### config.mk
export PLATFORM = sky130hd
export DESIGN_NAME = phase_frame_receiver
export DESIGN_NICKNAME = d
export VERILOG_FILES = /design/src/rtl/phase_frame_receiver.sv
export SDC_FILE = /design/constraint.sdc
export NUM_CORES = 2
export LEC_CHECK = 0
export CORE_UTILIZATION = 35
export DETAILED_ROUTE_END_ITERATION = 16
export DONT_BUFFER_PORTS = 1
export PLACE_DENSITY_LB_ADDON = 0.3
export SYNTH_ARGS = -nofsm -noshare
export SYNTH_HDL_FRONTEND = slang
export SYNTH_SLANG_ARGS = --single-unit
### constraint.sdc
create_clock -name clk40 -period 3.5 [get_ports clk40]
set_input_delay 0.35 -clock clk40 [delete_from_list [all_inputs] [get_ports clk40]]
set_output_delay 0.35 -clock clk40 [all_outputs]
set_load 0.01 [all_outputs]
### src/rtl/phase_frame_receiver.sv
// Receives framed (freq, phaseA, phaseB) packets, stores {freq, phaseB-phaseA}
// into a two-bank ping-pong RAM and replays complete frames over ready/valid.
module phase_frame_receiver #(
    parameter int FRAME = 16,
    parameter int ABITS = $clog2(FRAME),
    parameter int CNTW  = 16
) (
    input  logic             clk40,
    input  logic             reset,
    input  logic             sink_valid,
    input  logic             sink_sop,
    input  logic             sink_eop,
    input  logic [23:0]      sink_freq,
    input  logic [15:0]      sink_phaseA,
    input  logic [15:0]      sink_phaseB,
    output logic             rd_valid,
    input  logic             rd_ready,
    output logic             rd_sop,
    output logic             rd_eop,
    output logic [ABITS-1:0] rd_index,
    output logic [23:0]      rd_freq,
    output logic [15:0]      rd_dphase,
    output logic [CNTW-1:0]  frame_err_cnt,
    output logic [CNTW-1:0]  drop_cnt
);

    localparam logic [ABITS-1:0] LAST = ABITS'(FRAME - 1);
    localparam logic [ABITS-1:0] ONE  = ABITS'(1);
    localparam int               WORDS = 2 ** (ABITS + 1);

    typedef enum logic [1:0] {W_IDLE, W_RECV, W_DISCARD} wr_state_t;
    typedef enum logic [1:0] {R_IDLE, R_PRIME, R_STREAM} rd_state_t;

    logic [39:0] mem [WORDS];

    wr_state_t        wr_state_reg, wr_state_next;
    logic             wr_bank_reg, wr_bank_next;
    logic [ABITS-1:0] cnt_reg, cnt_next;
    logic             track_reg, track_next;
    logic [1:0]       full_reg;
    logic             head_reg;
    logic             start_ok, ram_we, commit, err_inc, drop_inc;
    logic [ABITS-1:0] ram_widx;
    logic [15:0]      dphase;
    logic             both_full;

    rd_state_t        rd_state_reg;
    logic             rd_bank_reg;
    logic [ABITS-1:0] fetch_idx_reg;
    logic             fetch_done_reg;
    logic             q_valid_reg;
    logic [ABITS-1:0] q_idx_reg;
    logic [39:0]      ram_q;
    logic             ren, raddr_bank;
    logic [ABITS-1:0] raddr_idx;
    logic             advance, eop_accept;

    // A 16-bit subtract gives exactly the low 16 bits of the 17-bit difference.
    assign dphase     = sink_phaseB - sink_phaseA;
    assign both_full  = &full_reg;
    assign advance    = !rd_valid || rd_ready;
    assign eop_accept = rd_valid && rd_ready && rd_eop;

    always_comb begin
        wr_state_next = wr_state_reg;
        wr_bank_next  = wr_bank_reg;
        cnt_next      = cnt_reg;
        track_next    = track_reg;
        start_ok      = 1'b0;
        ram_we        = 1'b0;
        ram_widx      = cnt_reg;
        commit        = 1'b0;
        err_inc       = 1'b0;
        drop_inc      = 1'b0;
        if (sink_valid && sink_sop) begin
            if (wr_state_reg == W_RECV) begin
                err_inc  = 1'b1;
                start_ok = 1'b1;
            end else if (!both_full) begin
                wr_bank_next = full_reg[0];
                start_ok     = 1'b1;
            end
            cnt_next = ONE;
            if (start_ok) begin
                ram_we   = 1'b1;
                ram_widx = '0;
                if (sink_eop) begin
                    if (FRAME == 1) commit  = 1'b1;
                    else            err_inc = 1'b1;
                    wr_state_next = W_IDLE;
                end else begin
                    wr_state_next = W_RECV;
                end
            end else begin
                // No free bank: follow the frame so a well-formed one counts as a drop.
                track_next = 1'b1;
                if (sink_eop) begin
                    if (FRAME == 1) drop_inc = 1'b1;
                    wr_state_next = W_IDLE;
                end else begin
                    wr_state_next = W_DISCARD;
                end
            end
        end else if (sink_valid) begin
            case (wr_state_reg)
                W_RECV: begin
                    if (cnt_reg == LAST) begin
                        if (sink_eop) begin
                            ram_we        = 1'b1;
                            commit        = 1'b1;
                            wr_state_next = W_IDLE;
                        end else begin
                            err_inc       = 1'b1;
                            track_next    = 1'b0;
                            wr_state_next = W_DISCARD;
                        end
                    end else begin
                        ram_we = 1'b1;
                        if (sink_eop) begin
                            err_inc       = 1'b1;
                            wr_state_next = W_IDLE;
                        end else begin
                            cnt_next = cnt_reg + ONE;
                        end
                    end
                end
                W_DISCARD: begin
                    if (sink_eop) begin
                        if (track_reg && cnt_reg == LAST) drop_inc = 1'b1;
                        wr_state_next = W_IDLE;
                    end else if (cnt_reg == LAST) begin
                        track_next = 1'b0;
                    end else begin
                        cnt_next = cnt_reg + ONE;
                    end
                end
                default: err_inc = 1'b1;
            endcase
        end
    end

    always_ff @(posedge clk40) begin
        if (ram_we) mem[{wr_bank_next, ram_widx}] <= {sink_freq, dphase};
    end

    always_ff @(posedge clk40) begin
        if (reset) begin
            wr_state_reg  <= W_IDLE;
            wr_bank_reg   <= 1'b0;
            cnt_reg       <= '0;
            track_reg     <= 1'b0;
            full_reg      <= '0;
            head_reg      <= 1'b0;
            frame_err_cnt <= '0;
            drop_cnt      <= '0;
        end else begin
            wr_state_reg <= wr_state_next;
            wr_bank_reg  <= wr_bank_next;
            cnt_reg      <= cnt_next;
            track_reg    <= track_next;
            // head_reg names the oldest full bank; commit and release never touch the same bank.
            if (commit) begin
                full_reg[wr_bank_next] <= 1'b1;
                if (!full_reg[~wr_bank_next]) head_reg <= wr_bank_next;
            end
            if (eop_accept) begin
                full_reg[rd_bank_reg] <= 1'b0;
                head_reg              <= ~rd_bank_reg;
            end
            if (err_inc && frame_err_cnt != {CNTW{1'b1}})
                frame_err_cnt <= frame_err_cnt + CNTW'(1);
            if (drop_inc && drop_cnt != {CNTW{1'b1}})
                drop_cnt <= drop_cnt + CNTW'(1);
        end
    end

    // RAM output register doubles as the skid stage in front of the rd_* register.
    always_comb begin
        ren        = 1'b0;
        raddr_bank = rd_bank_reg;
        raddr_idx  = fetch_idx_reg;
        case (rd_state_reg)
            R_IDLE: begin
                if (full_reg[head_reg]) begin
                    ren        = 1'b1;
                    raddr_bank = head_reg;
                    raddr_idx  = '0;
                end
            end
            default: begin
                if (eop_accept) begin
                    if (full_reg[~rd_bank_reg]) begin
                        ren        = 1'b1;
                        raddr_bank = ~rd_bank_reg;
                        raddr_idx  = '0;
                    end
                end else if (!fetch_done_reg && (!q_valid_reg || advance)) begin
                    ren = 1'b1;
                end
            end
        endcase
    end

    always_ff @(posedge clk40) begin
        if (ren) ram_q <= mem[{raddr_bank, raddr_idx}];
    end

    always_ff @(posedge clk40) begin
        if (reset) begin
            rd_state_reg   <= R_IDLE;
            rd_bank_reg    <= 1'b0;
            fetch_idx_reg  <= '0;
            fetch_done_reg <= 1'b1;
            q_valid_reg    <= 1'b0;
            q_idx_reg      <= '0;
            rd_valid       <= 1'b0;
            rd_sop         <= 1'b0;
            rd_eop         <= 1'b0;
            rd_index       <= '0;
            rd_freq        <= '0;
            rd_dphase      <= '0;
        end else begin
            if (advance) begin
                rd_valid <= q_valid_reg;
                if (q_valid_reg) begin
                    rd_index  <= q_idx_reg;
                    rd_freq   <= ram_q[39:16];
                    rd_dphase <= ram_q[15:0];
                    rd_sop    <= (q_idx_reg == '0);
                    rd_eop    <= (q_idx_reg == LAST);
                end
            end
            if (ren) begin
                q_valid_reg <= 1'b1;
                q_idx_reg   <= raddr_idx;
                rd_bank_reg <= raddr_bank;
                if (raddr_idx == LAST) begin
                    fetch_done_reg <= 1'b1;
                end else begin
                    fetch_done_reg <= 1'b0;
                    fetch_idx_reg  <= raddr_idx + ONE;
                end
            end else if (q_valid_reg && advance) begin
                q_valid_reg <= 1'b0;
            end
            case (rd_state_reg)
                R_IDLE:  if (ren) rd_state_reg <= R_PRIME;
                R_PRIME: rd_state_reg <= R_STREAM;
                default: if (eop_accept) rd_state_reg <= ren ? R_PRIME : R_IDLE;
            endcase
        end
    end

endmodule
======== After elaboration in Yosys (flattened, before gate mapping) ========
Memories as Yosys holds them, arrays and structs flattened. A register that Yosys moved wholly into a read port is not among the register bits.
Cells that the tools add are included.
cells by class
  add/subtract/negate cells ............... 5
  magnitude comparators ................... 7
  equality and inequality tests ........... 21
  multiplexer cells ....................... 92
  bitwise logic cells ..................... 6
  reductions and logical operators ........ 33
operators with widths
  kind                   count
  $mux 1                 64
  $mux 4                 10
  $add 16x1->16 const B  2
  $ne 16x16->1 const B   2
  $mux 2                 11
  $sub 16x16->16         1
  $ne 3x3->1 const B     5
  $ne 2x2->1 const B     7
  $eq 4x4->1 const B     3
  $reduce_and 2->1       6
  $reduce_and 6->1       2
  $logic_and 1x1->1      10
  $lt 1x2->1 const B     5
  $add 4x1->4 const B    2
  $pmux 2 s2             2
  $pmux 4 s2             1
  $reduce_bool 2->1      4
  $reduce_and 7->1       1
  $reduce_bool 3->1      2
  $eq 2x1->1 const B     2
  $logic_not 4->1        1
  $pmux 1 s2             2
  $logic_not 1->1        3
  $ne 3x2->1 const B     1
  other kinds (10)       15
word-level totals
  register bits after elaboration ......... 103
  memory bits (writable) .................. 1280
  output and inout bits ................... 79
  logic and storage cells ................. 186
  memories ................................ 1
memory list
  memory  depth  width  rd ports  clocked after Yosys merged registers in  write ports  RTL line  text
  mem     32     40     1         1                                        1            34        logic [39:0] mem [WORDS];

======== Longest topological paths before layout ========
  depth after elaboration ................. 13
  depth in mapped cells ................... 14

======== Least setup slack after synthesis ========
No wires, ideal clock.
  path type ............................... register to register
  start ................................... register cnt_reg[0]
  end ..................................... memory mem[12][0], enable pin
  library setup time ...................... 0.438 ns
  arrival time ............................ 3.266 ns
  data required time ...................... 3.062 ns
  setup slack ............................. -0.203 ns
  stages on the path, launching flop included .. 8
  buffers on the path ..................... 1
  clock period less this slack ............ 3.703 ns
  cells stage by stage .................... dfxtp_1 -> ha_1 -> nand3_1 -> o21ai_0 -> or4_1 -> and2_1 -> clkbuf_1 -> nor2_1
on the way
  cells in the longest elaborated chain, start to end .. 7
RTL lines
  item                          RTL line  text
  from (decl)                   38        logic [ABITS-1:0] cnt_reg, cnt_next;
  from (signal assigned)        159       cnt_reg <= cnt_next;
  $eq 4x4->1                    107       if (cnt_reg == LAST) begin
  $mux 1                        107
  $mux 1                        105       case (wr_state_reg)
  $mux 1                        104       end else if (sink_valid) begin
  $mux 1                        75        if (sink_valid && sink_sop) begin
  $mux 1                        143       if (ram_we) mem[{wr_bank_next, ram_widx}] <= {sink_freq, dphase};
  $mux 1 (implied by the code)  143
  to (decl)                     34
Several ways; a longest one is shown, not always the timed one.

======== Final worst setup path ========
  start ................................... register head_reg
  end ..................................... register ram_q[38] (read register of mem), data pin
on the way
  cells in the longest elaborated chain, start to end .. 4
RTL lines
  item                                        RTL line  text
  from (decl)                                 41        logic head_reg;
  from (signal assigned)                      164       if (!full_reg[~wr_bank_next]) head_reg <= wr_bank_next;
  from (signal assigned)                      168       head_reg <= ~rd_bank_reg;
  $mux 1 (implied by the code) (2 in series)  184       if (full_reg[head_reg]) begin
  $mux 4 or $mux 1 (tied branches)            184
  $mux 4 or $mux 1 (tied branches)            182       case (rd_state_reg)
  to (decl)                                   53        logic [39:0] ram_q;
Several ways; a longest one is shown, not always the timed one. The select of a mux whose other input is x is not followed.
A chain may end at the register's enable or synchronous reset.

==> impl_metrics.ini <==
[pwr]
ir_worst_vdd_uv = 465
leakage_nw = 20.6
power.density_nw_per_um2 = 537

[placed_design]
dp_hpwl_um = 81100
globalplace.congestion = 0.763
dpl-instance-area_sq_um = 59700
post-place-ws_ns = 0.142
io_buffers = 0

[cts]
cts_tree = built
root_buffer = clkbuf_16
path_clk_slew_ns = 0.06
cts-resized-gates = 0
clock_path_buffers = 3
htree_levels = 4
clock_latency_ns = 0.80
post_cts_buffers = 0
clkSinkCount = 1423
cts_buffers = 146

[logic_synthesis]
postSynth.asyncResetShare_pct = 0
synth_xor_xnor_area_share_pct = 0.615
seq_area_frac_synth_pct = 75.0
ys_ff_latch = 1423
synth.area.mux_share_pct = 5.57
synthCells = 3844
avgSynthCellArea_sq_um = 14.5
synth_top_family_by_area = simple AND/OR/NAND/NOR gates
synth.cell_area_sq_um = 55600
synth_fa_ha_area_share_pct = 0.464
ys.flop_type = edfxtp_1
synth_warnings = 0
yosys.area_share.simple_pct = 10.4
synth_compound_area_share_pct = 5.99
synth_edf_count = 1320
syn_nets = 3926
synth.distinct_cells = 65

[timing]
relSlewSlack_pct = 20.0
final.min_clock_period_ns = 3.49
rsz0062_at_grt = false
final.setup.tns_ns = 0
hold_viol = 0
whs_ns = 0.0173
worst_slew_pin_slew_ns = 1.20
setup_viol = 0
maxSlewViolCount = 0
post-route-period-util_pct = 99.7
skew_ns = 0.0320
clock.fmax_ghz = 0.287
worst_slack_ns = 0.0122

[detailed_routing]
first_iter_violations = 4130
dr.pass1.iters = 5
drc_errors = 0
ant_nets = 0
wirelength_um = 158000
vias_per_cell = 5.49
wire_per_inst_um = 25.8
vias = 33600

[critical_path]
crit_arrival_ns = 3.97
critPathRequiredTime_ns = 3.98
path_class = reg2reg
rr_startpoint = head_reg$_SDFFE_PP0P_
cp-start-kind = flop
cp-end-kind = flop
path_max_fanout = 14
crit_start = head_reg$_SDFFE_PP0P_

[flow_run]
maxCapViolations = 0

[global_routing]
grt_pass1_vias = 31900
overflow = 0
grt_pass1_wl_um = 226000
grt_start_max_net_pins = 103
antenna_found_initial = 9
grtUsageTotal_pct = 19.4

[cells_and_area]
top_register = mem
area_growth_pct = 16.1
finalInstanceArea_sq_um = 64500
largest_reg_flops = 1280
largestRegisters = mem (1280), ram_q (40), rd_freq (24)
nNetsFinal = 4039
fillers = 14100
drive_gt1_share_pct = 13.8

[hold_path]
min_from = reset
worst_hold_path_type = in2reg

[floorplanning]
ioPinCount = 141
dieWidth_um = 401
fp.dieArea_sq_um = 160000
num_rows = 145
die-height_um = 401
fp.coreArea_sq_um = 157000
initial_utilization_pct = 35.4

[outcome]
status = finished clean
## cells by family after synthesis
| logic type | Yosys count |
|---|---|
| xor gates and xnor gates | 39 |
| AOI/OAI and AO/OA | 500 |
| buffers and inverters | 259 |
| adders and majority gates | 20 |
| and+or+nand+nor | 1354 |
| muxes | 249 |
| DFF | 1423 |
## routing by layer
| metal | track usage [%] | vias to the layer above | part of all wire, % |
|---|---|---|---|
| li1 | - | 14800 | - |
| met3 | 4.45 | 221 | 8.9 |
| met4 | 5.37 | 4 | 2.0 |
| met1 | 27.6 | 17100 | 44 |
| met5 | 0 | - | 0.014 |
| met2 | 29.7 | 1446 | 45 |
## Yosys cell counts (48+ instances only)
| cell type | number | area [sq um] |
|---|---|---|
| edfxtp_1 | 1320 | 39600 |
| nand2_1 | 893 | 3350 |
| nand3_1 | 179 | 896 |
| clkbuf_1 | 161 | 604 |
| mux2i_1 | 127 | 1270 |
| a32oi_1 | 120 | 1050 |
| a21oi_1 | 118 | 591 |
| o21ai_0 | 106 | 531 |
| nor2_1 | 104 | 390 |
| dfxtp_1 | 103 | 2060 |
| nor4_1 | 83 | 519 |
| a31oi_1 | 82 | 513 |
| mux2_2 | 81 | 912 |
| buf_2 | 48 | 240 |
## area by class of cell
cell class,instances,area (sq um),share of cell area [%]
diodes,1,2.50,0.00388
clock buffers,194,3930,6.08
clock inverters,67,552,0.855
inverters,29,119,0.184
multi-input cells,2162,13300,20.6
flip-flops and latches,1423,41700,64.6
well taps,2058,2570,3.99
repair buffers,195,2360,3.65
## path summary, 6_finish.rpt
kind	slack, ns	depth (start not counted)	to
worst min register to register	0.49	2	rd_index[1]$_SDFFE_PP0P_
worst max-delay path	0.01	6	ram_q[38]$_DFFE_PP_
worst max register to register	0.01	6	ram_q[38]$_DFFE_PP_
worst min-delay path	0.02	2	drop_cnt[7]$_SDFFE_PP0P_
## worst max-delay path: stages, from the launching register on
cell and delay [ns]:
dfxtp_1 0.43, mux2_2 0.41, a2bb2oi_4 0.46, nand2_2 0.55, buf_4 0.42, nor4_1 0.74, nor4_1 0.14
## per-stage QoR
step	util (%)	std cells	total power, mW
after floorplan	-	3844	19.7
after global placement	38.1	5837	20.0
after global routing	41.1	6129	35.6
after detailed placement	38.1	5837	20.1
after CTS	41.1	6128	34.9
final	41.1	6129	34.7
## cell usage in the layout, fill, tap and decap left out, drive strengths merged, types with 40 or more instances in the layout
cell,synthesis,routed
clkbuf,161,194
mux2i,128,128
nand3,179,179
o21ai,106,106
a31oi,82,82
mux2,81,81
buf,69,166
mux4,40,40
edfxtp,1320,1320
o2111ai,42,42
a32oi,120,120
a21oi,119,119
nand2,894,894
nor2,104,104
nor4,85,85
dfxtp,103,103
clkinv,0,50
## where the power goes
part	internal (mW)	switching [mW]	leakage (nW)
Sequential	18.9	0.0208	12.7
Clock	8.29	6.49	2.19
Combinational	0.222	0.717	5.66
Total	27.4	7.23	20.6
## what timing repair did
item                       CTS  global route
hold buffers                30             0
setup endpoints to repair    0             0
hold endpoints to repair   871             0
No activity file was read; power rests on OpenSTA's default activity.
